--- config.mk ---
export PLATFORM = sky130hd
export DESIGN_NAME = md_unit_flat
export DESIGN_NICKNAME = d
export VERILOG_FILES = /design/src/rtl/md_pkg.sv /design/src/rtl/md_unit_if.sv /design/src/rtl/md_decode.sv /design/src/rtl/md_unit.sv /design/src/flat_wrapper.sv
export SDC_FILE = /design/constraint.sdc
export NUM_CORES = 2
export LEC_CHECK = 0
export CAP_MARGIN = 25
export CORE_ASPECT_RATIO = 0.75
export CORE_MARGIN = 10
export CORE_UTILIZATION = 27
export DETAILED_ROUTE_END_ITERATION = 8
export PLACE_DENSITY_LB_ADDON = 0.12
export SYNTH_ARGS = -nofsm -noshare
export SYNTH_HDL_FRONTEND = slang
export SYNTH_SLANG_ARGS = --single-unit
export TNS_END_PERCENT = 100
--- constraint.sdc ---
create_clock -name clk -period 15.7 [get_ports clk]
set_input_delay 3.14 -clock clk [delete_from_list [all_inputs] [get_ports clk]]
set_output_delay 3.14 -clock clk [all_outputs]
set_load 0.05 [all_outputs]
--- src/rtl/md_pkg.sv ---
// Shared definitions for the iterative RV64M multiply/divide unit.
// No latency (types and constants only).
// No backpressure (no handshakes here).
package md_pkg;

  localparam logic [6:0] OP            = 7'b0110011;
  localparam logic [6:0] OP_32         = 7'b0111011;
  localparam logic [6:0] FUNCT7_MULDIV = 7'b0000001;

  localparam logic [63:0] DWORD_MIN = 64'h8000_0000_0000_0000;
  localparam logic [63:0] WORD_MIN  = 64'hFFFF_FFFF_8000_0000;

  typedef enum logic [2:0] {
    F3_MUL    = 3'b000,
    F3_MULH   = 3'b001,
    F3_MULHSU = 3'b010,
    F3_MULHU  = 3'b011,
    F3_DIV    = 3'b100,
    F3_DIVU   = 3'b101,
    F3_REM    = 3'b110,
    F3_REMU   = 3'b111
  } funct3_t;

  typedef enum logic [1:0] {IDLE, CALC, FIX, DONE} state_t;

  typedef struct packed {
    logic is_mul;
    logic is_high;
    logic a_signed;
    logic b_signed;
    logic is_rem;
    logic is_word;
    logic illegal;
  } dec_t;

  function automatic logic [63:0] sext32(input logic [31:0] v);
    return {{32{v[31]}}, v};
  endfunction

endpackage

--- src/rtl/md_unit_if.sv ---
// Request/response bundle between the execute stage and the mul/div unit.
// No latency (wires only).
// valid/ready on both the request and the response side.
interface md_unit_if;
  logic        req_valid;
  logic        req_ready;
  logic [63:0] a;
  logic [63:0] b;
  logic [31:0] ir;
  logic        resp_valid;
  logic        resp_ready;
  logic [63:0] md_out;

  modport master (
    output req_valid, a, b, ir, resp_ready,
    input  req_ready, resp_valid, md_out
  );

  modport slave (
    input  req_valid, a, b, ir, resp_ready,
    output req_ready, resp_valid, md_out
  );
endinterface

--- src/rtl/md_decode.sv ---
// Decodes an instruction word into mul/div control flags.
// Combinational, zero latency.
// No backpressure (pure function of ir).
module md_decode
  import md_pkg::*;
(
  input  logic [31:0] ir,
  output dec_t        dec
);

  funct3_t f3;
  logic    unused_ir;

  // Register fields are irrelevant to the operation itself.
  assign unused_ir = ^{ir[24:15], ir[11:7]};

  // Map opcode/funct7/funct3 to operation flags; anything else is illegal.
  always_comb begin
    dec         = '0;
    dec.illegal = 1'b1;
    f3          = funct3_t'(ir[14:12]);
    if (ir[31:25] == FUNCT7_MULDIV && (ir[6:0] == OP || ir[6:0] == OP_32)) begin
      dec.is_word = (ir[6:0] == OP_32);
      dec.illegal = 1'b0;
      case (f3)
        F3_MUL:    begin dec.is_mul = 1'b1; dec.a_signed = 1'b1; dec.b_signed = 1'b1; end
        F3_MULH:   begin dec.is_mul = 1'b1; dec.is_high = 1'b1; dec.a_signed = 1'b1;
                         dec.b_signed = 1'b1; dec.illegal = dec.is_word; end
        F3_MULHSU: begin dec.is_mul = 1'b1; dec.is_high = 1'b1; dec.a_signed = 1'b1;
                         dec.illegal = dec.is_word; end
        F3_MULHU:  begin dec.is_mul = 1'b1; dec.is_high = 1'b1; dec.illegal = dec.is_word; end
        F3_DIV:    begin dec.a_signed = 1'b1; dec.b_signed = 1'b1; end
        F3_DIVU:   begin end
        F3_REM:    begin dec.is_rem = 1'b1; dec.a_signed = 1'b1; dec.b_signed = 1'b1; end
        F3_REMU:   begin dec.is_rem = 1'b1; end
        default:   dec.illegal = 1'b1;
      endcase
    end
  end

endmodule

--- src/rtl/md_unit.sv ---
// Iterative RV64M multiply/divide unit (shift-add multiply, restoring divide).
// Handshake to resp_valid: 66 cycles (64-bit), 34 cycles (W), 2 cycles (special cases).
// req_ready only in IDLE; result held in DONE until resp_ready; flush aborts anything.
module md_unit
  import md_pkg::*;
#(
  parameter int XLEN   = 64,
  parameter int W_ITER = 32,
  parameter int D_ITER = 64
) (
  input  logic       clk,
  input  logic       rst_n,
  input  logic       flush,
  output logic       busy,
  md_unit_if.slave   bus
);

  localparam int CNT_W = $clog2(D_ITER);

  state_t              state;
  dec_t                dec_in;
  dec_t                op;
  logic [CNT_W-1:0]    cnt;
  logic [CNT_W-1:0]    last_cnt;
  logic [2*XLEN-1:0]   acc;    // product accumulator / partial remainder in low half
  logic [2*XLEN-1:0]   opa;    // shifting multiplicand / divisor in low half
  logic [XLEN-1:0]     opb;    // multiplier / dividend-becoming-quotient
  logic                sign_q; // sign of product or quotient
  logic                sign_r; // sign of remainder (dividend sign)
  logic                spec_dz;
  logic                spec_ov;
  logic                unused_op;

  md_decode u_decode (
    .ir  (bus.ir),
    .dec (dec_in)
  );

  assign unused_op = op.a_signed ^ op.b_signed;

  // Operand preparation at request time: extension, magnitudes, special cases.
  logic [XLEN-1:0] a_ext, b_ext, a_mag, b_mag;
  logic            sa, sb, is_div, dz_in, ov_in, special_in;

  always_comb begin
    a_ext = bus.a;
    b_ext = bus.b;
    if (dec_in.is_word) begin
      a_ext = dec_in.a_signed ? sext32(bus.a[31:0]) : {32'b0, bus.a[31:0]};
      b_ext = dec_in.b_signed ? sext32(bus.b[31:0]) : {32'b0, bus.b[31:0]};
    end
    sa         = dec_in.a_signed & a_ext[XLEN-1];
    sb         = dec_in.b_signed & b_ext[XLEN-1];
    a_mag      = sa ? -a_ext : a_ext;
    b_mag      = sb ? -b_ext : b_ext;
    is_div     = !dec_in.is_mul && !dec_in.illegal;
    dz_in      = is_div && (b_ext == '0);
    ov_in      = is_div && dec_in.a_signed && dec_in.b_signed && (b_ext == '1) &&
                 (a_ext == (dec_in.is_word ? WORD_MIN : DWORD_MIN));
    special_in = dec_in.illegal | dz_in | ov_in;
  end

  // One radix-2 step: add-shift for multiply, compare-subtract for divide.
  logic [2*XLEN-1:0] mul_acc;
  logic              bit_in;
  logic [XLEN:0]     rem_sh, rem_sub;
  logic              ge;

  always_comb begin
    mul_acc  = acc + (opb[0] ? opa : '0);
    bit_in   = op.is_word ? opb[31] : opb[XLEN-1];
    rem_sh   = {acc[XLEN-1:0], bit_in};
    rem_sub  = rem_sh - {1'b0, opa[XLEN-1:0]};
    ge       = (rem_sh >= {1'b0, opa[XLEN-1:0]});
    last_cnt = op.is_word ? CNT_W'(W_ITER - 1) : CNT_W'(D_ITER - 1);
  end

  // Result fix-up: sign restore, half select, special-case override, W extension.
  logic [2*XLEN-1:0] prod;
  logic [XLEN-1:0]   quo, quo_s, rem_s, res, fix_res;

  always_comb begin
    prod  = sign_q ? -acc : acc;
    quo   = op.is_word ? {32'b0, opb[31:0]} : opb;
    quo_s = sign_q ? -quo : quo;
    rem_s = sign_r ? -acc[XLEN-1:0] : acc[XLEN-1:0];
    if (op.illegal)      res = '0;
    else if (op.is_mul)  res = op.is_high ? prod[2*XLEN-1:XLEN] : prod[XLEN-1:0];
    else if (spec_dz)    res = op.is_rem ? opb : '1;
    else if (spec_ov)    res = op.is_rem ? '0 : opb;
    else                 res = op.is_rem ? rem_s : quo_s;
    fix_res = op.is_word ? sext32(res[31:0]) : res;
  end

  // Control FSM and datapath registers; flush overrides every state.
  always_ff @(posedge clk or negedge rst_n) begin
    if (!rst_n) begin
      state          <= IDLE;
      bus.req_ready  <= 1'b1;
      bus.resp_valid <= 1'b0;
      busy           <= 1'b0;
      bus.md_out     <= '0;
      cnt            <= '0;
      op             <= '0;
      acc            <= '0;
      opa            <= '0;
      opb            <= '0;
      sign_q         <= 1'b0;
      sign_r         <= 1'b0;
      spec_dz        <= 1'b0;
      spec_ov        <= 1'b0;
    end else if (flush) begin
      state          <= IDLE;
      bus.req_ready  <= 1'b1;
      bus.resp_valid <= 1'b0;
      busy           <= 1'b0;
      cnt            <= '0;
    end else begin
      case (state)
        IDLE: begin
          if (bus.req_valid && bus.req_ready) begin
            op            <= dec_in;
            sign_q        <= sa ^ sb;
            sign_r        <= sa;
            spec_dz       <= dz_in;
            spec_ov       <= ov_in;
            acc           <= '0;
            cnt           <= '0;
            opa           <= {{XLEN{1'b0}}, dec_in.is_mul ? a_mag : b_mag};
            // Special cases keep the extended dividend for the fix-up stage.
            opb           <= special_in ? a_ext : (dec_in.is_mul ? b_mag : a_mag);
            state         <= special_in ? FIX : CALC;
            bus.req_ready <= 1'b0;
            busy          <= 1'b1;
          end
        end
        CALC: begin
          if (op.is_mul) begin
            acc <= mul_acc;
            opa <= {opa[2*XLEN-2:0], 1'b0};
            opb <= {1'b0, opb[XLEN-1:1]};
          end else begin
            acc <= {{XLEN{1'b0}}, (ge ? rem_sub[XLEN-1:0] : rem_sh[XLEN-1:0])};
            opb <= {opb[XLEN-2:0], ge};
          end
          cnt <= cnt + 1'b1;
          if (cnt == last_cnt) begin
            state <= FIX;
            cnt   <= '0;
          end
        end
        FIX: begin
          bus.md_out     <= fix_res;
          bus.resp_valid <= 1'b1;
          state          <= DONE;
        end
        DONE: begin
          if (bus.resp_ready) begin
            bus.resp_valid <= 1'b0;
            bus.req_ready  <= 1'b1;
            busy           <= 1'b0;
            state          <= IDLE;
          end
        end
        default: state <= IDLE;
      endcase
    end
  end

endmodule
--- src/flat_wrapper.sv ---
// flat-port wrapper written by rule: the top's interface ports become plain ports
module md_unit_flat import md_pkg::*;
#(
  parameter int XLEN   = 64,
  parameter int W_ITER = 32,
  parameter int D_ITER = 64
)
  (clk, rst_n, flush, busy, bus_req_valid, bus_a, bus_b, bus_ir, bus_resp_ready, bus_req_ready, bus_resp_valid, bus_md_out);
  md_unit_if bus_i ();
  input  logic clk;
  input  logic rst_n;
  input  logic flush;
  output logic busy;
  input wire logic [$bits(bus_i.req_valid)-1:0] bus_req_valid;
  input wire logic [$bits(bus_i.a)-1:0] bus_a;
  input wire logic [$bits(bus_i.b)-1:0] bus_b;
  input wire logic [$bits(bus_i.ir)-1:0] bus_ir;
  input wire logic [$bits(bus_i.resp_ready)-1:0] bus_resp_ready;
  output wire logic [$bits(bus_i.req_ready)-1:0] bus_req_ready;
  output wire logic [$bits(bus_i.resp_valid)-1:0] bus_resp_valid;
  output wire logic [$bits(bus_i.md_out)-1:0] bus_md_out;
  assign bus_i.req_valid = bus_req_valid;
  assign bus_i.a = bus_a;
  assign bus_i.b = bus_b;
  assign bus_i.ir = bus_ir;
  assign bus_i.resp_ready = bus_resp_ready;
  assign bus_req_ready = bus_i.req_ready;
  assign bus_resp_valid = bus_i.resp_valid;
  assign bus_md_out = bus_i.md_out;
  md_unit #(.XLEN(XLEN), .W_ITER(W_ITER), .D_ITER(D_ITER)) u_core (.clk(clk), .rst_n(rst_n), .flush(flush), .busy(busy), .bus(bus_i));
endmodule
* Yosys cells after proc, flatten, opt, wreduce, memory -nomap -nowiden *
Cells that the tools add are included.

storage, ports and cells
  flip-flop bits (word level) = 404
  bits in latches = 0
  memory bits (writable) = 0
  bits in read-only memories = 0
  output and inout port bits = 67
  word-level logic and storage cells = 147
  memories kept = 0

cells by class
  add/sub/neg operators = 8
  multipliers = 0
  divide/modulo/power cells = 0
  magnitude comparators = 1
  eq/ne operators = 20
  shifts and indexed selects = 0
  multiplexer cells = 63
  bitwise gates (word level) = 6
  reductions and logical operators = 31

operators by type and width
  cell                  number
  $mux 64               24
  $mux 128              6
  $pmux 128 s2          2
  $neg 64->64           4
  $add 128x128->128     1
  $neg 128->128         1
  $pmux 64 s2           1
  $ge 65x64->1          1
  $eq 64x64->1          1
  $eq 64x64->1 const B  1
  $logic_not 64->1      1
  $sub 64x64->64        1
  $mux 63               1
  $mux 6                4
  $eq 7x6->1 const B    2
  $mux 1                14
  $pmux 6 s2            1
  $reduce_and 3->1      4
  $mux 2                5
  $eq 3x3->1 const B    3
  $reduce_bool 3->1     3
  $logic_and 1x1->1     8
  $pmux 2 s4            1
  $reduce_or 4->1       2
  other kinds (26)      37

* Logic depth before layout (Yosys ltp) *
  depth in word-level cells = 15
  depth in mapped cells = 21
  mapped depth without buffers = 18

* Cells and area by module *
Synthesis repeated with hierarchy kept, for this count alone.

unflattened totals
  cells, all modules = 6,067
  area, all modules = 44,172.4 um^2

modules (own cells, without submodules)
  module     times used  cells an instance  area an instance (um^2)  seq. area each (um^2)
  md_unit    1           6,049              44,033.5                 10,110.9
  md_decode  1           18                 138.9                    0.0

* Worst setup path after synthesis *
Ideal clock, no wire load.

  path kind = input to register
  start = in bus_ir[30]
  end = reg u_core.opb[37]
  arrival = 6.238 ns
  data required time = 15.574 ns
  slack = 9.336 ns
  stages on the path = 15
  cell sequence = or4b_4 > or4_1 > buf_2 > a211o_1 > or2_1 > buf_4 > nor4_4 > nand3_1 > nor2b_1 > buf_6 > nand3_1 > o21ai_1 > nand2_1 > o221ai_1 > a221o_1

on the way
  cells in the longest elaborated chain, start to end = 13
  elaborated cells between the ends (all ways) = 31
  classes of those cells = 2 x add/sub; 3 x eq/ne; 12 x mux; 4 x bitwise; 10 x reduce/logical

ends and longest elaborated chain
  element                                              RTL line            RTL
  start: declaration                                   flat_wrapper.sv:17  input wire logic [$bits(bus_i.ir)-1:0] bus_ir;
  $eq 7x1->1 (*)                                       md_decode.sv:22     if (ir[31:25] == FUNCT7_MULDIV && (ir[6:0] == OP || ir[6:0] == OP_32)) begin
  $logic_and 1x1->1 (*)                                md_decode.sv:22
  $mux 7 (*)                                           md_decode.sv:22
  branches (longest 7 deep; another with $neg 64->64)  -
  $mux 64 (*)                                          md_unit.sv:131      opb <= special_in ? a_ext : (dec_in.is_mul ? b_mag : a_mag);
  $mux 64 (*)                                          md_unit.sv:121      if (bus.req_valid && bus.req_ready) begin
  $pmux 64 s2 (*)                                      md_unit.sv:119      case (state)
  end signal: assignment                               md_unit.sv:131
  end signal: assignment                               md_unit.sv:141      opb <= {1'b0, opb[XLEN-1:1]};
  end signal: assignment                               md_unit.sv:144      opb <= {opb[XLEN-2:0], ge};
  end: declaration                                     md_unit.sv:27       logic [XLEN-1:0] opb;

Every way passes the cells marked *. The select of a mux whose other input is x is not followed.
A chain may end at the register's enable or synchronous reset.

* Worst setup path after layout *
  start = in bus_a[6]
  end = reg u_core.opb[43]

on the way
  cells in the longest elaborated chain, start to end = 8
  elaborated cells between the ends (all ways) = 11
  classes of those cells = 1 x add/sub; 1 x eq/ne; 7 x mux; 1 x bitwise; 1 x reduce/logical

ends and longest elaborated chain
  element                                       RTL line                       RTL
  start: declaration                            flat_wrapper.sv:15             input wire logic [$bits(bus_i.a)-1:0] bus_a;
  $mux 64                                       md_unit.sv:49                  a_ext = dec_in.a_signed ? sext32(bus.a[31:0]) : {32'b0, bus.a[31:0]};
  $mux 64 (*)                                   md_unit.sv:48                  if (dec_in.is_word) begin
  $neg 64->64 or $eq 64x64->1 (tied branches)   md_unit.sv:54, md_unit.sv:59
  $mux 64 or $logic_and 1x1->1 (tied branches)  md_unit.sv:54, md_unit.sv:58
  $mux 64 or $or 1x1->1 (tied branches)         md_unit.sv:131, md_unit.sv:60
  $mux 64 (*)                                   md_unit.sv:131
  $mux 64 (*)                                   md_unit.sv:121
  $pmux 64 s2 (*)                               md_unit.sv:119

Every way passes the cells marked *; elsewhere a longest branch is shown, timed or not. The select of a mux whose other input is x is not followed.

==> impl_metrics.yaml <==
synthesis:
  yosys_warnings: 0
  yosysUniqueCellTypes: 100
  synth-seq-cells: 404
  synth_area_per_cell_um2: 7.21
  synth_top_area_share_pct: 22.6
  synth-async-reset-ratio_pct: 100
  syn_inst: 6180
  synth_area_um2: 44600
  ys.flop_type: "dfrtp_1"
  yosysSeqAreaShare_pct: 22.7
  synth-edff-count: 0
  yosysMostFrequentCell: "a21oi_1"
  synth_nets: 6548
  synth_top_area_cell: "dfrtp_1"
  ys_top_cells_by_area: "dfrtp_1 23%, a21oi_1 7.6%, o21ai_0 5.8%"
  ys_top_cells_by_count: "676 x a21oi_1, 618 x nand2_1, 546 x nor2_1, 520 x o21ai_0, 448 x clkbuf_1"
clocking:
  cts-root-buf: "clkbuf_16"
  cts.path.max_buffers: 3
  postCtsHoldBufs: 0
  postCtsSetupBuffers: 0
  insertion_delay_ns: 0.67
  cts_sinks: 404
  cts_tree: "done"
  ctsHtreeMaxLevel: 2
  path_clk_slew_ns: 0.07
  cts_resized: 0
  numCtsBuffers: 49
placed_design:
  placed_cell_area_um2: 48500
  io_buffer_count: 216
  dp.final_hpwl_um: 184000
  finalWeightedCongestion: 0.969
  place_ws_ns: 7.12
routing:
  dr_wl_met3_um: 16500
  drc: 0
  wl_met2_um: 95000
  drtAntennaViolNets: 0
  drt-total-wl_um: 234000
  vias_per_cell: 5.97
  drtIter0Drc: 5509
  wl_per_cell_um: 28.4
  drt-pass1-iter-count: 5
  wl_met1_um: 117000
  dr.max_layer_used: "met5"
  dr_total_vias: 49229
pwr:
  leakage_nw: 20.0
  power_frac_comb_pct: 58.0
  peakVddDrop_mv: 0.0764
  swShare_pct: 52.7
  intPower_mw: 3.34
  power-per-cell-area_nw_per_um2: 141
  p_total_mw: 7.07
  netSwitchingPower_mw: 3.73
  clkPwrFrac_pct: 17.6
  pwr-share-seq_pct: 24.4
worst_setup_path:
  critPathArrivalTime_ns: 8.51
  end_kind: "flip-flop"
  critPathKind: "in -> reg"
  startpoint_type: "primary input"
  path_max_fanout: 64
  rrSetupSlack_ns: 8.56
  cp.required_ns: 16.19
sta:
  post-route-min-period_ns: 8.02
  setup-violations-final: 0
  fin_setup_tns_ns: 0
  period_share_pct: 51.1
  fmax_mhz: 125
  finClkSkew_ns: 0.0487
  final-max-slew-violation-count: 0
  max_slew_margin_pct: 26.1
  worst_slack_ns: 7.68
  hold_viol: 0
  max_slew.worst_pin.slew_ns: 1.11
  rsz0062_at_grt: "false"
global_routing:
  grt_first_pass_wirelength_um: 337000
  grt_max_degree: 126
  antenna_found_initial: 11
  grt_pass1_vias: 45519
  track_usage_pct: 24.6
  gr-total-overflow: 0
cells_and_area:
  nets: 6416
  fin_util_pct: 30.5
  area_delta_synth_final_pct: 12.5
  n_fill_cell: 17859
  layout-drive-gt1-share_pct: 5.09
  finalInstanceArea_um2: 50100
hold_path:
  hp-class: "reg -> reg"
floorplan:
  pin_count: 232
  fp-row-count: 129
  design.core.area_um2: 164000
  fp.dieArea_um2: 182000
  initial_core_util_pct: 27.1
  die_h_um: 372
  die_w_um: 489
job:
  cap_violations: 0
run_status:
  status: "completed"
-- area by class of cell --
| cell class | count | area, µm² | share of cell area (%) |
|---|---|---|---|
| inverter | 151 | 567 | 1.13 |
| clock buffer | 70 | 1410 | 2.80 |
| clock inverter | 19 | 250 | 0.499 |
| multi-input combinational | 5111 | 32000 | 63.9 |
| tap | 2161 | 2700 | 5.39 |
| sequential | 404 | 10100 | 20.2 |
| timing repair buffer | 331 | 3040 | 6.07 |
| antenna | 3 | 7.51 | 0.0150 |
-- routing by layer --
layer  track usage, %  vias to the layer above
li1                 -                    22520
met1             38.4                    24584
met2             35.1                     1906
met3             3.28                      211
met4             5.18                        8
met5                0                        -
-- power by group through the flow --
stage | sequential (mW) | clock (mW) | combinational [mW]
after global placement | 1.74 | 0 | 4.02
after global routing | 1.76 | 1.31 | 4.40
final | 1.73 | 1.24 | 4.10
after floorplan | 1.71 | 0 | 2.46
after detailed placement | 1.74 | 0 | 4.02
after CTS | 1.72 | 1.28 | 4.04
-- through the flow --
stage / cells / hold slack [ns]
after floorplan: 6180 / 0.465
after global placement: 8155 / 0.460
after detailed placement: 8156 / 0.460
after CTS: 8245 / 0.474
after global routing: 8247 / 0.505
final: 8250 / 0.467
-- final timing paths --
path	startpoint	to	cells past startpoint
min	u_core.bus.md_out[17]	u_core.bus.md_out[17]	2
min reg2reg	u_core.bus.md_out[17]	u_core.bus.md_out[17]	2
max	bus_a[6]	u_core.opb[43]	12
min in group asynchronous	rst_n	u_core.cnt[5]	1
max reg2reg	u_core.op[1]	u_core.acc[3]	16
max in group asynchronous	rst_n	u_core.acc[11]	4
-- sequential cells by signal, indices dropped and copies added (netlist names), 2 cells and up --
register	count
u_core.opa	128
u_core.state	2
u_core.opb	64
u_core.op	5
u_core.cnt	6
u_core.bus.md_out	64
u_core.acc	128
-- kinds of logic after synthesis --
| kind of cell | share of synthesized area (%) |
|---|---|
| flops | 22.7 |
| xor+xnor | 8.33 |
| buf+inv | 5.80 |
| compound gates | 32.3 |
| mux | 2.56 |
| simple gates | 22.6 |
| fa+ha+maj | 5.73 |
-- worst max-delay path, stage by stage --
cell and delay [ns]:
clkdlybuf4s50_1 0.56, or4_1 0.58, nor3_1 0.65, nand4_1 0.60
a21oi_1 0.55, nand4b_1 0.27, nand3b_1 0.23, nand2b_2 0.38
buf_4 0.61, a21oi_1 0.07, o21ai_0 0.57, o311ai_0 0.26
-- cell usage in the layout, fill, tap and decap left out, types with 81 or more instances in the layout --
cell type and count:
a21oi_1 674, nand2_1 615, nor2_1 536, o21ai_0 520
dfrtp_1 396, xnor2_1 243, clkdlybuf4s50_1 215, nor3_1 214
ha_1 200, xor2_1 181, a21o_1 153, inv_1 145
nand4_1 113, nand3_1 112, buf_4 111, mux2i_1 104
a211oi_1 100, o211ai_1 89, a22o_1 85, o31ai_1 81
Power figures use the tool's default switching activity.
